===== config.mk =====
export PLATFORM = sky130hd
export DESIGN_NAME = norm_scheduler
export DESIGN_NICKNAME = d
export VERILOG_FILES = /design/src/rtl/norm_scheduler.sv
export SDC_FILE = /design/constraint.sdc
export NUM_CORES = 2
export LEC_CHECK = 0
export CAP_MARGIN = 20
export CORE_ASPECT_RATIO = 0.8
export CORE_MARGIN = 2
export CORE_UTILIZATION = 55
export CTS_BUF_LIST = sky130_fd_sc_hd__clkbuf_8
export DETAILED_ROUTE_END_ITERATION = 16
export PLACE_DENSITY = 0.83
export SYNTH_ARGS = -nofsm -noshare
export SYNTH_HDL_FRONTEND = slang
export SYNTH_SLANG_ARGS = --single-unit

===== constraint.sdc =====
create_clock -name i_clk -period 20.1 [get_ports i_clk]
set_clock_uncertainty 0.2 [all_clocks]
set_input_delay 3.015 -clock i_clk [delete_from_list [all_inputs] [get_ports i_clk]]
set_output_delay 3.015 -clock i_clk [all_outputs]
set_load 0.01 [all_outputs]

===== src/rtl/norm_scheduler.sv =====
`timescale 1ns/1ps
// norm_scheduler
// Collects one raw sample per sensor channel into a frame, hands the complete
// frame to an external normalizer, waits (bounded) for its result and appends
// the normalized frame to a circular window buffer read by a classifier.
//
// Ports
//   i_clk            clock, rising edge
//   i_rst_n          synchronous reset, active HIGH despite the name
//   i_sample_valid   raw sample offered
//   i_sample_ch      channel index of the offered sample
//   i_sample         raw sample value
//   o_sample_ready   sample accepted when valid && ready
//   o_norm_start     one-cycle start pulse to the normalizer
//   o_norm_data      registered raw frame, channel k in bits [16k+15:16k]
//   i_norm_result    normalized frame, same packing as o_norm_data
//   i_norm_finished  normalizer done; i_norm_result valid in the same cycle
//   o_win_ready      full window stable and readable
//   i_win_ack        classifier has finished reading the window
//   i_rd_frame       window frame index, 0 = oldest
//   i_rd_ch          channel index for window read
//   o_rd_data        combinational window read data
//   o_error          sticky normalizer-timeout flag
module norm_scheduler #(
   parameter int NUM_CH  = 8,
   parameter int WIN_LEN = 16,
   parameter int TIMEOUT = 15,
   localparam int PTR_W  = $clog2(WIN_LEN)
) (
   input  logic                   i_clk,
   input  logic                   i_rst_n,
   input  logic                   i_sample_valid,
   input  logic [2:0]             i_sample_ch,
   input  logic [15:0]            i_sample,
   output logic                   o_sample_ready,
   output logic                   o_norm_start,
   output logic [16*NUM_CH-1:0]   o_norm_data,
   input  logic [16*NUM_CH-1:0]   i_norm_result,
   input  logic                   i_norm_finished,
   output logic                   o_win_ready,
   input  logic                   i_win_ack,
   input  logic [PTR_W-1:0]       i_rd_frame,
   input  logic [2:0]             i_rd_ch,
   output logic [15:0]            o_rd_data,
   output logic                   o_error
);

   localparam int TW = $clog2(TIMEOUT + 1);
   localparam logic [PTR_W:0] WIN_FULL = (PTR_W + 1)'(WIN_LEN);

   typedef enum logic [1:0] {S_COLLECT, S_START, S_WAIT, S_STORE} state_t;

   state_t                 state_reg;
   logic [15:0]            frame_reg [NUM_CH];
   logic [NUM_CH-1:0]      mask_reg;
   logic [16*NUM_CH-1:0]   result_reg;
   logic [PTR_W-1:0]       wr_ptr_reg;
   logic [PTR_W:0]         count_reg;
   logic [TW-1:0]          wait_cnt_reg;
   logic                   start_reg;
   logic                   win_ready_reg;
   logic                   error_reg;

   // Window storage: one wide word per frame slot, no reset.
   logic [16*NUM_CH-1:0]   win_buf [WIN_LEN];
   logic [16*NUM_CH-1:0]   rd_word;
   logic [15:0]            rd_ch_word [8];

   always_ff @(posedge i_clk) begin
      if (i_rst_n) begin
         state_reg     <= S_COLLECT;
         mask_reg      <= '0;
         wr_ptr_reg    <= '0;
         count_reg     <= '0;
         wait_cnt_reg  <= '0;
         start_reg     <= 1'b0;
         win_ready_reg <= 1'b0;
         error_reg     <= 1'b0;
         for (int k = 0; k < NUM_CH; k++) begin
            frame_reg[k] <= '0;
         end
      end else begin
         start_reg <= 1'b0;
         // Ack clears the window flag; a set in S_STORE below overrides it.
         if (win_ready_reg && i_win_ack) begin
            win_ready_reg <= 1'b0;
         end
         case (state_reg)
            S_COLLECT: begin
               if (i_sample_valid) begin
                  for (int k = 0; k < NUM_CH; k++) begin
                     if (int'(i_sample_ch) == k) begin
                        frame_reg[k] <= i_sample;
                        mask_reg[k]  <= 1'b1;
                     end
                  end
               end
               // A complete frame waits here until the classifier frees the window.
               if (&mask_reg && !win_ready_reg) begin
                  state_reg <= S_START;
                  start_reg <= 1'b1;
               end
            end
            S_START: begin
               state_reg    <= S_WAIT;
               wait_cnt_reg <= TW'(1);
            end
            S_WAIT: begin
               if (i_norm_finished) begin
                  result_reg <= i_norm_result;
                  state_reg  <= S_STORE;
               end else if (wait_cnt_reg == TW'(TIMEOUT)) begin
                  error_reg <= 1'b1;
                  mask_reg  <= '0;
                  state_reg <= S_COLLECT;
               end else begin
                  wait_cnt_reg <= wait_cnt_reg + 1'b1;
               end
            end
            S_STORE: begin
               wr_ptr_reg <= wr_ptr_reg + 1'b1;   // power-of-two depth wraps naturally
               if (count_reg != WIN_FULL) begin
                  count_reg <= count_reg + 1'b1;
               end
               if (count_reg >= WIN_FULL - 1'b1) begin
                  win_ready_reg <= 1'b1;
               end
               mask_reg  <= '0;
               state_reg <= S_COLLECT;
            end
            default: state_reg <= S_COLLECT;
         endcase
      end
   end

   always_ff @(posedge i_clk) begin
      if (state_reg == S_STORE && !i_rst_n) begin
         win_buf[wr_ptr_reg] <= result_reg;
      end
   end

   // Slot of the oldest frame is wr_ptr; the add wraps modulo WIN_LEN.
   assign rd_word = win_buf[wr_ptr_reg + i_rd_frame];

   generate
      for (genvar gi = 0; gi < NUM_CH; gi++) begin : g_norm_data
         assign o_norm_data[gi*16 +: 16] = frame_reg[gi];
      end
      for (genvar gi = 0; gi < 8; gi++) begin : g_rd_ch
         if (gi < NUM_CH) begin : g_used
            assign rd_ch_word[gi] = rd_word[gi*16 +: 16];
         end else begin : g_unused
            assign rd_ch_word[gi] = '0;
         end
      end
   endgenerate

   assign o_rd_data      = rd_ch_word[i_rd_ch];
   // Ready comes straight from state so it is high on the first cycle out of reset.
   assign o_sample_ready = (state_reg == S_COLLECT) && !i_rst_n;
   assign o_norm_start   = start_reg;
   assign o_win_ready    = win_ready_reg;
   assign o_error        = error_reg;

endmodule

==> flow_summary.toml <==
[routing]
totalWireLength_um = 227000
drt-met1-wl_um = 78800
drtPass1Iterations = 6
num_vias = 47100
drcViolationCount = 0
viasPerCell = 6.64
ant_nets = 0
wl_per_cell_um = 32.1
drt_iter0_drc = 7598
highest_layer = "met5"
met3_length_um = 29300
wl_met2_um = 109000

[cts]
post_cts_buffers = 0
postCtsHoldBufs = 0
cts_buffer_depth = 4
tritoncts = "done"
cts-buffers-inserted = 357
clk_latency_ns = 1.08
h-tree-depth = 5
clk_pin_slew_worst_paths_ns = 0.06
root_buffer = "clkbuf_8"
cts_sinks = 2330
cts_resized = 0

[pwr]
power.density_nw_per_um2 = 92.3
power_leakage_nw = 32.3
peakVddDrop_uv = 77.9

[floorplanning]
start_util_pct = 55.5
die_h_um = 363
dieArea_um2 = 165000
die_w_um = 453
coreArea_um2 = 160000
rows = 131
ios = 307

[setup_path]
path_max_fanout = 61
crit_arrival_ns = 9.59
path_class = "input pin to output pin"
cp.required_ns = 16.89
endpoint_kind = "output pin"
start_kind = "input pin"

[placed_design]
place_hpwl_um = 123000
gp_congestion = 0.825
port_buffers = 306
place_area_um2 = 94300

[synthesis]
synthAdderAreaFrac_pct = 0.178
yosys_warnings = 0
syn_inst = 4171
syn_nets = 4342
synth_top_family_by_area = "multiplexers"
synth_compound_area_share_pct = 2.38
synth_simple_gate_area_share_pct = 3.19
seq_area_frac_synth_pct = 78.6
synth_ff_type = "edfxtp_1"
syn_area_um2 = 88700
synth_mux_area_share_pct = 14.0
synth_xor_area_share_pct = 0.135
syn_area_per_cell_um2 = 21.3
synth_edf_count = 2304
ys_ff_latch = 2330
async_flop_share_pct = 0
synthDistinctLibCells = 66

[grt]
grt_max_degree = 129
grt_pass1_wl_um = 324000
antenna_found_initial = 12
overflow = 0
grt_pass1_vias = 46900
grt_usage_pct = 27.5

[timing]
setup_tns_ns = 0
finalHoldViolations = 0
timing.fmax_ghz = 0.0781
slew_headroom_pct = 12.8
period_share_pct = 63.7
rsz0062_at_grt = "no"
final_max_slew_viol_count = 0
worstMarginPinSlew_ns = 1.30
post-route-min-period_ns = 12.80
setup_viol = 0

[cells_and_area]
fin_nets = 4883
final_common_cell = "edfxtp_1"
final_cell_mix = "edfxtp_1, mux4_2, clkbuf_8, clkdlybuf4s50_1, nand2_1"
area_growth_pct = 13.4
largest_register_ffs = 2048
drive_gt1_share_pct = 21.8
final_util_pct = 62.9
final_area_um2 = 101000

[job]
cap_violations = 0

[hold_path]
min_path_type = "flip-flop to flip-flop"

[outcome]
status = "finished, final reports clean"
==> Yosys cell counts, drive strengths merged (30+ instances only) <==
cell,count,area share [%]
edfxtp,2304,78
mux4,491,12
nand2,257,1.1
buf,168,1.2
nor2,165,0.71
mux2i,106,1.2
a21oi,84,0.48
clkbuf,63,0.27
nand3,48,0.27
o21ai,34,0.19
nand2b,32,0.23
a2111oi,30,0.30
==> critical path: stages <==
cell and delay (ns):
clkdlybuf4s50_1 0.45, ha_4 0.19, fa_4 1.08, buf_4 0.65, buf_4 0.84, mux4_2 0.42
and2_1 0.18, a2111oi_0 0.58, a211oi_1 0.18, a211oi_1 1.07, nand3_1 0.28, clkdlybuf4s50_1 0.58
==> cell type report <==
type                       count  area (um^2)
multi-input combinational   1585        17800
sequential                  2330        69700
tap                         2128         2660
clock inverter               243         1280
inverter                      25         93.8
antenna                        7         17.5
clock buffer                 364         5010
fill                        9964        59200
timing repair buffer         413         3980
==> worst paths after layout <==
path                  from             to  slack, ns  cells past startpoint
max          i_rd_frame[0]   o_rd_data[3]       7.30                     12
min            mask_reg[0]    mask_reg[0]       0.29                      2
max reg2reg   state_reg[1]  win_buf[6][5]      15.49                      7
min reg2reg    mask_reg[0]    mask_reg[0]       0.29                      2
==> metal layers <==
metal  vias up  track usage (%)
met4        10             12.3
li1      18400                -
met3       621             6.57
met1     24100             37.2
met5         -                0
met2      3986             43.1
==> where the power goes <==
group | leakage [nW] | total [W] | switching [W] | internal (W)
registers | 21.1 | 0.00528 | 0.00000426 | 0.00528
clock network | 3.62 | 0.00357 | 0.00175 | 0.00181
logic | 7.60 | 0.000434 | 0.000241 | 0.000194
total | 32.3 | 0.00929 | 0.00200 | 0.00729
==> kinds of logic after synthesis <==
logic type      count (synthesis)
fa+ha+maj                      12
compound gates                307
mux                           624
simple gates                  630
xor+xnor                       12
flops                        2330
buf+inv                       256
==> through the flow <==
stage / instances / setup WS [ns] / power (W) / hold slack, ns
6_report: 7095 / 7.30 / 0.00929 / 0.287
5_1_grt: 7092 / 7.32 / 0.00953 / 0.320
4_1_cts: 7087 / 7.58 / 0.00931 / 0.283
3_5_place_dp: 6480 / 7.56 / 0.00582 / 0.273
3_3_place_gp: 6478 / 7.54 / 0.00581 / 0.265
2_1_floorplan: 4171 / 6.41 / 0.00564 / 0.249
No activity file was read; power rests on OpenSTA's default activity.
